==> src/rtl/spi_duty_pkg.sv <==
// ---------------------------------------------------------------------------
// spi_duty_pkg
//
// Shared definitions for the SPI duty feeder slice:
//   - default duty word width and FIFO depth
//   - number of synchroniser flops on the SPI pins
//   - status word layout (overrun in the MSB, underrun just below it,
//     FIFO level in the LSBs) and helpers that place these bits for any
//     duty word width
//   - packed struct that holds the two sticky status flags
// ---------------------------------------------------------------------------
package spi_duty_pkg;

  // Default duty word width; must agree with the PWM bits parameter.
  localparam int DUTY_BITS       = 16;

  // Default FIFO depth is 2**FIFO_DEPTH_LOG2 words.
  localparam int FIFO_DEPTH_LOG2 = 2;

  // Flops between each SPI pin and the clkin domain logic.
  localparam int SPI_SYNC_STAGES = 2;

  // Status word bit positions for the default width.
  localparam int STAT_OVERRUN    = DUTY_BITS - 1;
  localparam int STAT_UNDERRUN   = DUTY_BITS - 2;

  // The same positions for an arbitrary status word width.
  function automatic int stat_overrun_pos(input int bits);
    return bits - 1;
  endfunction

  function automatic int stat_underrun_pos(input int bits);
    return bits - 2;
  endfunction

  // Sticky error flags reported to the host at the start of each frame.
  typedef struct packed {
    logic overrun;
    logic underrun;
  } stat_flags_t;

endpackage

==> src/rtl/spi_duty_fifo.sv <==
// ---------------------------------------------------------------------------
// spi_duty_fifo
//
// Small synchronous FIFO for duty words.
//
// Ports:
//   clk      in   system clock
//   rst_n    in   asynchronous active-low reset
//   push     in   request to store wr_data
//   pop      in   request to drop the head word
//   wr_data  in   WIDTH  word to store
//   rd_data  out  WIDTH  current head word (valid while not empty)
//   level    out  DEPTH_LOG2+1  occupancy, 0..2**DEPTH_LOG2
//   full     out  level equals the depth
//   empty    out  level equals zero
//
// A pop on an empty FIFO is ignored. A push on a full FIFO is ignored,
// unless a pop happens in the same cycle and frees a slot. Full and empty
// come from the level counter, so the pointers only need to wrap.
// ---------------------------------------------------------------------------
module spi_duty_fifo
  import spi_duty_pkg::*;
#(
  parameter int WIDTH      = DUTY_BITS,
  parameter int DEPTH_LOG2 = FIFO_DEPTH_LOG2
) (
  input  logic                  clk,
  input  logic                  rst_n,
  input  logic                  push,
  input  logic                  pop,
  input  logic [WIDTH-1:0]      wr_data,
  output logic [WIDTH-1:0]      rd_data,
  output logic [DEPTH_LOG2:0]   level,
  output logic                  full,
  output logic                  empty
);

  localparam int DEPTH = 1 << DEPTH_LOG2;

  logic [WIDTH-1:0]      mem [DEPTH];
  logic [DEPTH_LOG2-1:0] wr_ptr;
  logic [DEPTH_LOG2-1:0] rd_ptr;
  logic [DEPTH_LOG2:0]   level_q;
  logic                  wr_en;
  logic                  rd_en;

  assign empty = (level_q == '0);
  assign full  = (level_q == (DEPTH_LOG2 + 1)'(DEPTH));

  // A pop that actually removes a word makes room for a push in the same
  // cycle even when the FIFO is full. When full, wr_ptr equals rd_ptr, so
  // the write lands in the slot being read; the read still sees the old
  // head because the array only updates at the clock edge.
  assign rd_en = pop & ~empty;
  assign wr_en = push & (~full | rd_en);

  assign rd_data = mem[rd_ptr];
  assign level   = level_q;

  // Storage array; no reset needed since level gates every read.
  always_ff @(posedge clk) begin
    if (wr_en) begin
      mem[wr_ptr] <= wr_data;
    end
  end

  // Pointers wrap naturally at the power-of-two depth, and the level
  // counter tracks occupancy, holding when a push and a pop coincide.
  always_ff @(posedge clk or negedge rst_n) begin
    if (!rst_n) begin
      wr_ptr  <= '0;
      rd_ptr  <= '0;
      level_q <= '0;
    end else begin
      if (wr_en) begin
        wr_ptr <= wr_ptr + DEPTH_LOG2'(1);
      end
      if (rd_en) begin
        rd_ptr <= rd_ptr + DEPTH_LOG2'(1);
      end
      case ({wr_en, rd_en})
        2'b10:   level_q <= level_q + (DEPTH_LOG2 + 1)'(1);
        2'b01:   level_q <= level_q - (DEPTH_LOG2 + 1)'(1);
        default: level_q <= level_q;
      endcase
    end
  end

endmodule

==> src/rtl/spi_duty_feeder.sv <==
// ---------------------------------------------------------------------------
// spi_duty_feeder
//
// Front end of the PWM generator. The samd51 streams duty words over the
// user SPI link (mode 0, MSB first); they are buffered in a small FIFO and
// one word is handed to the PWM per period, clamped to the period value.
// At the start of every SPI frame the host reads back a status word on
// spi_so: {overrun, underrun, zeros, level}.
//
// Ports:
//   clkin        in   system clock (48 MHz HFOSC)
//   reset_n      in   asynchronous active-low reset
//   spi_cs       in   SPI chip select, active low, asynchronous
//   spi_sck      in   SPI clock, mode 0, at most clkin/8, asynchronous
//   spi_si       in   SPI data in, MSB first
//   spi_so       out  SPI data out (status word), MSB first, 0 while cs high
//   period_tick  in   one-cycle pulse when the PWM count reloads
//   max          in   BITS  PWM period value used to clamp duty
//   duty         out  BITS  compare value for the PWM
//   level        out  DEPTH_LOG2+1  FIFO occupancy
//   underrun     out  sticky: tick arrived with the FIFO empty
//   overrun      out  sticky: word completed with the FIFO full and dropped
//
// Build option:
//   SPI_DUTY_UNDERRUN_ZERO_EN  when defined, an underrun tick forces duty to
//                              0 on the next cycle; otherwise duty holds.
// ---------------------------------------------------------------------------
module spi_duty_feeder
  import spi_duty_pkg::*;
#(
  parameter int BITS       = DUTY_BITS,
  parameter int DEPTH_LOG2 = FIFO_DEPTH_LOG2
) (
  input  logic                clkin,
  input  logic                reset_n,
  input  logic                spi_cs,
  input  logic                spi_sck,
  input  logic                spi_si,
  output logic                spi_so,
  input  logic                period_tick,
  input  logic [BITS-1:0]     max,
  output logic [BITS-1:0]     duty,
  output logic [DEPTH_LOG2:0] level,
  output logic                underrun,
  output logic                overrun
);

  localparam int CNT_W   = $clog2(BITS + 1);
  localparam int OVR_POS = stat_overrun_pos(BITS);
  localparam int UNR_POS = stat_underrun_pos(BITS);

  // Synchronisers and their edge-detect copies
  logic [SPI_SYNC_STAGES-1:0] cs_sync;
  logic [SPI_SYNC_STAGES-1:0] sck_sync;
  logic [SPI_SYNC_STAGES-1:0] si_sync;
  logic                       cs_s;
  logic                       sck_s;
  logic                       si_s;
  logic                       cs_d;
  logic                       sck_d;
  logic                       cs_fall;
  logic                       sck_rise;
  logic                       sck_fall;

  // Receive path
  logic [BITS-1:0]            rx_shift;
  logic [CNT_W-1:0]           bit_cnt;
  logic                       word_done;

  // FIFO interface
  logic [BITS-1:0]            fifo_head;
  logic [DEPTH_LOG2:0]        fifo_level;
  logic                       fifo_full;
  logic                       fifo_empty;

  // Events in the clkin domain
  logic                       pop_evt;
  logic                       underrun_evt;
  logic                       overrun_evt;

  // Status readback
  stat_flags_t                flags_q;
  logic [BITS-1:0]            status_word;
  logic [BITS-1:0]            tx_shift;

  // Bring the three SPI pins into the clkin domain. Chip select idles high
  // and the clock idles low in mode 0, so the flops reset to those levels
  // and no false edge appears after reset. The extra cs/sck copies feed
  // the edge detectors.
  always_ff @(posedge clkin or negedge reset_n) begin
    if (!reset_n) begin
      cs_sync  <= '1;
      sck_sync <= '0;
      si_sync  <= '0;
      cs_d     <= 1'b1;
      sck_d    <= 1'b0;
    end else begin
      cs_sync  <= {cs_sync[SPI_SYNC_STAGES-2:0], spi_cs};
      sck_sync <= {sck_sync[SPI_SYNC_STAGES-2:0], spi_sck};
      si_sync  <= {si_sync[SPI_SYNC_STAGES-2:0], spi_si};
      cs_d     <= cs_s;
      sck_d    <= sck_s;
    end
  end

  assign cs_s     = cs_sync[SPI_SYNC_STAGES-1];
  assign sck_s    = sck_sync[SPI_SYNC_STAGES-1];
  assign si_s     = si_sync[SPI_SYNC_STAGES-1];
  assign cs_fall  = ~cs_s & cs_d;
  assign sck_rise = sck_s & ~sck_d;
  assign sck_fall = ~sck_s & sck_d;

  // A complete word sits in rx_shift for exactly one cycle after the last
  // rising edge; that cycle is the push.
  assign word_done = (bit_cnt == CNT_W'(BITS));

  // Shift in one bit per sck rising edge while selected. Clearing the
  // counter whenever cs is high throws away a partial word if the host
  // aborts a frame. After a full word the counter restarts so several
  // words may follow each other in one frame; sck is slow enough that the
  // next rising edge can never land in the push cycle.
  always_ff @(posedge clkin or negedge reset_n) begin
    if (!reset_n) begin
      bit_cnt  <= '0;
      rx_shift <= '0;
    end else if (word_done || cs_s) begin
      bit_cnt  <= '0;
    end else if (sck_rise) begin
      rx_shift <= {rx_shift[BITS-2:0], si_s};
      bit_cnt  <= bit_cnt + CNT_W'(1);
    end
  end

  // Buffering between the host stream and the PWM period.
  spi_duty_fifo #(
    .WIDTH      (BITS),
    .DEPTH_LOG2 (DEPTH_LOG2)
  ) u_fifo (
    .clk     (clkin),
    .rst_n   (reset_n),
    .push    (word_done),
    .pop     (period_tick),
    .wr_data (rx_shift),
    .rd_data (fifo_head),
    .level   (fifo_level),
    .full    (fifo_full),
    .empty   (fifo_empty)
  );

  // There is no bypass: a tick on an empty FIFO is an underrun even if a
  // word is being stored in the same cycle. A word only counts as dropped
  // when the FIFO is full and nothing is popped alongside it.
  assign pop_evt      = period_tick & ~fifo_empty;
  assign underrun_evt = period_tick & fifo_empty;
  assign overrun_evt  = word_done & fifo_full & ~pop_evt;

  assign level = fifo_level;

  // Duty register. The clamp uses max as it is at the moment of the pop,
  // so changing max later never re-clamps a value already handed over.
  always_ff @(posedge clkin or negedge reset_n) begin
    if (!reset_n) begin
      duty <= '0;
    end else if (pop_evt) begin
      duty <= (fifo_head > max) ? max : fifo_head;
    end
`ifdef SPI_DUTY_UNDERRUN_ZERO_EN
    else if (underrun_evt) begin
      duty <= '0;
    end
`endif
  end

  // Sticky flags. They are cleared when the host starts a frame, because
  // that is when their values get copied into the status word; an event
  // in that very cycle must not be lost, so it wins over the clear.
  always_ff @(posedge clkin or negedge reset_n) begin
    if (!reset_n) begin
      flags_q <= '0;
    end else if (cs_fall) begin
      flags_q.overrun  <= overrun_evt;
      flags_q.underrun <= underrun_evt;
    end else begin
      flags_q.overrun  <= flags_q.overrun | overrun_evt;
      flags_q.underrun <= flags_q.underrun | underrun_evt;
    end
  end

  assign overrun  = flags_q.overrun;
  assign underrun = flags_q.underrun;

  // Status word layout: overrun in the MSB, underrun below it, the FIFO
  // level right-aligned and zeros in between.
  always_comb begin
    status_word                 = '0;
    status_word[OVR_POS]        = flags_q.overrun;
    status_word[UNR_POS]        = flags_q.underrun;
    status_word[DEPTH_LOG2:0]   = fifo_level;
  end

  // Transmit shifter. Loaded at the start of each frame so the MSB is on
  // the pin before the first sampling edge, then advanced on each falling
  // edge so the host sees the next bit before its next rising edge.
  always_ff @(posedge clkin or negedge reset_n) begin
    if (!reset_n) begin
      tx_shift <= '0;
    end else if (cs_fall) begin
      tx_shift <= status_word;
    end else if (!cs_s && sck_fall) begin
      tx_shift <= {tx_shift[BITS-2:0], 1'b0};
    end
  end

  // The pin is held low while deselected so the shared line stays quiet.
  assign spi_so = ~cs_s & tx_shift[BITS-1];

endmodule

==> config.mk <==
export PLATFORM = sky130hd
export DESIGN_NAME = spi_duty_feeder
export DESIGN_NICKNAME = d
export VERILOG_FILES = /design/src/rtl/spi_duty_pkg.sv /design/src/rtl/spi_duty_fifo.sv /design/src/rtl/spi_duty_feeder.sv
export SDC_FILE = /design/constraint.sdc
export NUM_CORES = 1
export LEC_CHECK = 0
export ABC_AREA = 0
export CORE_AREA = 3 3 132 96
export DETAILED_ROUTE_END_ITERATION = 8
export DIE_AREA = 0 0 135 99
export PLACE_DENSITY = 0.73
export SYNTH_ARGS = -nofsm -noshare
export SYNTH_HDL_FRONTEND = slang
export SYNTH_HIERARCHICAL = 1
export SYNTH_SLANG_ARGS = --single-unit
==> constraint.sdc <==
create_clock -name clkin -period 7.8 [get_ports clkin]
set_input_delay 0.78 -clock clkin [delete_from_list [all_inputs] [get_ports clkin]]
set_output_delay 0.78 -clock clkin [all_outputs]
set_load 0.01 [all_outputs]
## Word-level counts from Yosys, hierarchy flattened

Memories as Yosys holds them, arrays and structs flattened.
Index checks and enable logic that the tools add are counted.

| word-level totals | value |
|---|---|
| bits in registers | 70 |
| memory bits (writable) | 64 |
| input port bits | 22 |
| output and inout bits | 22 |
| memories kept | 1 |

Memory list:

| name | words | bits a word | rd ports | clocked after Yosys merged registers in | write ports | line | RTL |
|---|---|---|---|---|---|---|---|
| u_fifo.mem | 4 | 16 | 1 | 0 | 1 | spi_duty_fifo.sv:40 | `logic [WIDTH-1:0] mem [DEPTH];` |

| cells by class | value |
|---|---|
| add/subtract/negate cells | 5 |
| magnitude comparators | 1 |
| equality and inequality tests | 4 |
| multiplexer cells | 9 |
| bitwise operators | 19 |
| reductions and logical operators | 8 |

Operators with widths:

| kind | number |
|---|---|
| 2-to-1 mux 16 bit | 3 |
| > comparator 16 bit | 1 |
| 2-to-1 mux 5 bit | 2 |
| bitwise AND 1 bit | 9 |
| NOT 1 bit | 7 |
| one-hot mux 3 bit (2 select lines) | 1 |
| nonzero test 2 bit | 3 |
| adder 5 x 1 -> 5 bit (second input constant) | 1 |
| == test 5 bit (second input constant) | 1 |
| adder 2 x 1 -> 2 bit (second input constant) | 2 |
| adder 3 x 1 -> 3 bit (second input constant) | 1 |
| == test 3 bit (second input constant) | 1 |
| logical NOT 3 bit | 1 |
| bitwise OR 1 bit | 3 |
| subtractor 3 x 1 -> 3 bit (second input constant) | 1 |
| == test 2 x 1 -> 1 bit (second input constant) | 1 |
| == test 2 bit (second input constant) | 1 |
| 2-to-1 mux 1 bit | 2 |
| 2-to-1 mux 2 bit | 1 |
| AND reduction 2 bit | 1 |
| logical AND 1 bit | 1 |
| logical NOT 1 bit | 1 |
| logical OR 1 bit | 1 |

## Longest topological paths before layout

| logic depth | value |
|---|---|
| word-level depth | 7 |
| mapped depth | 12 |

## Cells and area by module

The synthesis kept the hierarchy.

By module, submodules not included:

| module | times used | cells each | area each (µm²) | sequential area each (µm²) |
|---|---|---|---|---|
| spi_duty_feeder | 1 | 341 | 3305.7 | 1580.3 |
| spi_duty_fifo | 1 | 136 | 2822.7 | 2097.0 |

## Worst setup path before layout

No wires, ideal clock.

| timing | value |
|---|---|
| path type | register to register |
| start | register u_fifo.rd_ptr[0] |
| end | register duty[10] |
| library setup time | 126 ps |
| data arrival time | 3067 ps |
| required time | 7674 ps |
| setup slack | 4607 ps |
| stages on the path, launching flop included | 11 |
| clock period less this slack | 3193 ps |
| cells stage by stage | dfrtp_1 > buf_2 > buf_4 > mux4_2 > ha_1 > nand4_2 > a2111o_1 > and4_4 > buf_6 > buf_6 > a311o_1 |

| between the ends | value |
|---|---|
| word-level cells in the longest chain between the ends | 3 |

Ends and longest elaborated chain:

| element | line | RTL |
|---|---|---|
| start: declaration | spi_duty_fifo.sv:42 | `logic [DEPTH_LOG2-1:0] rd_ptr;` |
| start signal: assignment | spi_duty_fifo.sv:79 | `rd_ptr <= rd_ptr + DEPTH_LOG2'(1);` |
| memory read (4 x 16 bit) | -- |  |
| via fifo_head[14] | spi_duty_feeder.sv:71 | `logic [BITS-1:0] fifo_head;` |
| > comparator 16 bit | spi_duty_feeder.sv:165 | `duty <= (fifo_head > max) ? max : fifo_head;` |
| 2-to-1 mux 16 bit | spi_duty_feeder.sv:165 |  |
| end signal: assignment | spi_duty_feeder.sv:165 |  |
| end: declaration | spi_duty_feeder.sv:42 | `output logic [BITS-1:0] duty,` |

The timed path passes the listed nets, and every way through them passes these cells.
A chain may end at the register's enable or synchronous reset.

## Final worst setup path

| timing | value |
|---|---|
| start | register u_fifo.rd_ptr[0] |
| end | register duty[5] |

Same word-level chain as after synthesis.

==> results.sh <==
export IMPL_final_nets=556
export IMPL_ys_flop_type="dfrtp_1"
export IMPL_io_buffers=43
export IMPL_synth_top_family_by_area="compound AO/OA/AOI/OAI gates"
export IMPL_post_place_ws_ps=4020
export IMPL_place_hpwl_mm=7.90
export IMPL_final_period_utilization_pct=48.5
export IMPL_dieArea_sq_um=13400
export IMPL_yosysUniqueCellTypes=52
export IMPL_cts_buffers=17
export IMPL_ys_ff_latch=134
export IMPL_syn_inst=477
export IMPL_via_count=3952
export IMPL_fill_cells=830
export IMPL_post_synth_and_or_nand_nor_area_fraction_pct=9.58
export IMPL_slew_viol_final=0
export IMPL_wl_per_cell_microns=18.4
export IMPL_cts_resized=0
export IMPL_setup_violations_final=0
export IMPL_drc=0
export IMPL_grt_util_all_layers_pct=20.2
export IMPL_drt_initial_drc_count=347
export IMPL_holdBufCountCts=0
export IMPL_power_frac_clock_pct=31.1
export IMPL_required_ps=8090
export IMPL_p_per_area_nw_per_um2=318
export IMPL_synthMuxAreaShare_pct=9.23
export IMPL_vias_per_cell=5.80
export IMPL_clock_path_buffers=2
export IMPL_switching_power_mw=0.706
export IMPL_die_height_microns=99
export IMPL_crit_path_start_kind="flip-flop"
export IMPL_cts_sinks=134
export IMPL_slew_headroom_pct=29.8
export IMPL_critical_path_max_fanout=18
export IMPL_synth_xor_area_share_pct=1.29
export IMPL_clk_pin_slew_ps=60
export IMPL_insertedDiodeCount=0
export IMPL_ir_drop_mv=0.183
export IMPL_grt_pass1_vias=4054
export IMPL_avgSynthCellArea_sq_um=12.8
export IMPL_timing_fmax_mhz=264
export IMPL_power_switching_share_pct=30.9
export IMPL_worstPathArrival_ps=4070
export IMPL_finalWorstSetupSlack_ps=4020
export IMPL_core_sq_um=11500
export IMPL_synth_edf_count=64
export IMPL_crit_path_end_kind="flip-flop"
export IMPL_run_status="finished clean"
export IMPL_synth_seq_area_share_pct=60.0
export IMPL_rsz0062_at_grt="no"
export IMPL_grt_pass1_wl_mm=20.8
export IMPL_worstSkewPairLatency_ps=410
export IMPL_grt_max_degree=71
export IMPL_post_cts_buffers=0
export IMPL_maxCapViolCount=0
export IMPL_synth_warnings=6
export IMPL_synthArstFlopShare_pct=52.2
export IMPL_die_w_microns=135
export IMPL_start_util_pct=53.2
export IMPL_drt_total_wl_mm=12.5
export IMPL_p_seq_share_pct=42.9
export IMPL_synthesis_area_sq_um=6130
export IMPL_synth_nets=522
export IMPL_p_int_mw=1.58
export IMPL_io_pins=44
export IMPL_ant_nets=0
export IMPL_hold_path_class="flip-flop to flip-flop"
export IMPL_row_count=33
export IMPL_worstSetupPathType="flip-flop to flip-flop"
export IMPL_drive_gt1_share_pct=13.7
export IMPL_htreeDepth=4
export IMPL_synth_compound_area_share_pct=11.2
export IMPL_p_leak_nw=2.80
export IMPL_setup_tns_ps=0
export IMPL_gr_total_overflow=0
export IMPL_hold_violations=0
export IMPL_tritoncts="yes"
export IMPL_cts_root_buf="clkbuf_16"
export IMPL_skew_ps=7.40
export IMPL_drt_pass1_iterations=5
export IMPL_place_congestion=0.852
export IMPL_area_growth_syn_to_layout_pct=17.0
export IMPL_tightestPinTransition_ps=1050
export IMPL_antenna_found_initial=0
export IMPL_power_share_combinational_pct=26.0
export IMPL_fin_crit_ps=3780
export IMPL_synthAdderAreaFrac_pct=4.82
-- metrics by stage --
step / util [%] / hold slack [ps] / total power, mW / std cells / cell area, sq um
final: 62.2 / 349 / 2.28 / 681 / 7170
after global routing: 62.2 / 362 / 2.41 / 681 / 7170
after CTS: 62.2 / 351 / 2.30 / 681 / 7170
after detailed placement: 57.6 / 337 / 1.58 / 649 / 6640
after global placement: 57.6 / 334 / 1.56 / 649 / 6640
after floorplan: - / 331 / 1.36 / 477 / 6130
-- cell families after synthesis --
logic type | count (synthesis)
adder cells (fa/ha/maj) | 23
AND/OR/NAND/NOR | 128
flip-flops | 134
AO/OA/AOI/OAI | 93
multiplexers | 34
XOR/XNOR | 9
buffers and inverters | 56
-- sequential cells by signal, indices dropped and copies added (netlist names), 2 cells and up --
name / cells
bit_cnt: 5
cs_sync: 2
duty: 16
rx_shift: 16
sck_sync: 2
si_sync: 2
tx_shift: 16
u_fifo/level: 3
u_fifo/mem: 64
u_fifo/rd_ptr: 2
u_fifo/wr_ptr: 2
-- worst paths after layout --
check / from / endpoint / slack [ps] / cells past startpoint
setup / recovery: u_fifo/rd_ptr[0]$_DFFE_PN0N_ / duty[5]$_DFFE_PN0P_ / 4020 / 6
hold / removal: si_sync[0]$_DFF_PN0_ / si_sync[1]$_DFF_PN0_ / 350 / 0
setup reg to reg: u_fifo/rd_ptr[0]$_DFFE_PN0N_ / duty[5]$_DFFE_PN0P_ / 4020 / 6
hold reg to reg: si_sync[0]$_DFF_PN0_ / si_sync[1]$_DFF_PN0_ / 350 / 0
max in group asynchronous: reset_n / rx_shift[14]$_DFFE_PN0P_ / 6620 / 2
min in group asynchronous: reset_n / tx_shift[6]$_DFFE_PN0P_ / 570 / 2
-- Yosys cell counts (all sizes together) (2+ instances only) --
master / n / area share, %
buf: 10 / 1.1
a221o: 4 / 0.65
a22oi: 3 / 0.37
edfxtp: 64 / 31
ha: 22 / 4.5
a21oi: 21 / 1.7
a41oi: 16 / 2.3
nand4: 6 / 0.71
nand2: 84 / 5.1
or2: 2 / 0.20
mux4: 16 / 5.9
dfstp: 3 / 1.3
xnor2: 5 / 0.71
mux2: 17 / 3.2
nor2b: 6 / 0.61
xor2: 4 / 0.57
o21bai: 2 / 0.24
o21a: 3 / 0.49
clkbuf: 22 / 1.3
inv: 24 / 1.5
nand3b: 3 / 0.37
nand3: 2 / 0.16
o21ai: 19 / 1.6
dfrtp: 67 / 27
and2: 5 / 0.51
o211ai: 2 / 0.24
nor2: 10 / 0.61
a311o: 16 / 2.6
nand2b: 5 / 0.51
-- worst max-delay path: stages (launching register included) --
cell and delay, ps:
dfrtp_1 1020, mux4_2 670, ha_1 340, nand4_1 200, a2111o_1 650, and4_4 390
a311o_1 370
-- cell usage in the layout (no fill, tap or decap), types with 4 or more instances in the layout --
cell type         n
edfxtp_1         64
a21oi_1          21
clkdlybuf4s50_1  42
nor2b_1           5
nor2_1           10
inv_1            24
mux2_2           11
ha_1             22
a311o_1          16
clkinv_2          4
and2_1            5
a41oi_1          16
dfrtp_1          67
nand4_1           5
a221o_1           4
clkinv_4          4
clkbuf_16        17
xor2_1            4
nand2b_1          5
xnor2_1           5
nand2_1          84
mux4_2           16
mux2_1            5
buf_4             4
o21ai_0          18
-- final cells by class --
| type | count | area (sq um) | share of cell area, % |
|---|---|---|---|
| flip-flops and latches | 134 | 3680 | 51.3 |
| clock buffers | 18 | 429 | 5.99 |
| multi-input cells | 287 | 2220 | 30.9 |
| inverters | 24 | 90.1 | 1.26 |
| repair buffers | 47 | 455 | 6.35 |
| clock inverters | 14 | 104 | 1.45 |
| well taps | 157 | 196 | 2.74 |
-- routing by layer --
metal / global-route usage (%) / share of wire (%) / vias up
li1: - / - / 1826
met1: 28.5 / 47 / 2008
met2: 30.0 / 45 / 102
met3: 5.41 / 5.8 / 16
met4: 8.37 / 1.2 / 0
met5: 0 / 0 / -
-- power by group through the flow --
stage / Combinational (mW) / Clock (mW) / Sequential (mW)
2_1_floorplan: 0.412 / 0 / 0.945
3_3_place_gp: 0.569 / 0 / 0.987
3_5_place_dp: 0.588 / 0 / 0.993
4_1_cts: 0.593 / 0.723 / 0.981
5_1_grt: 0.650 / 0.757 / 1.00
6_report: 0.592 / 0.710 / 0.978
No activity file was read; power rests on OpenSTA's default activity.
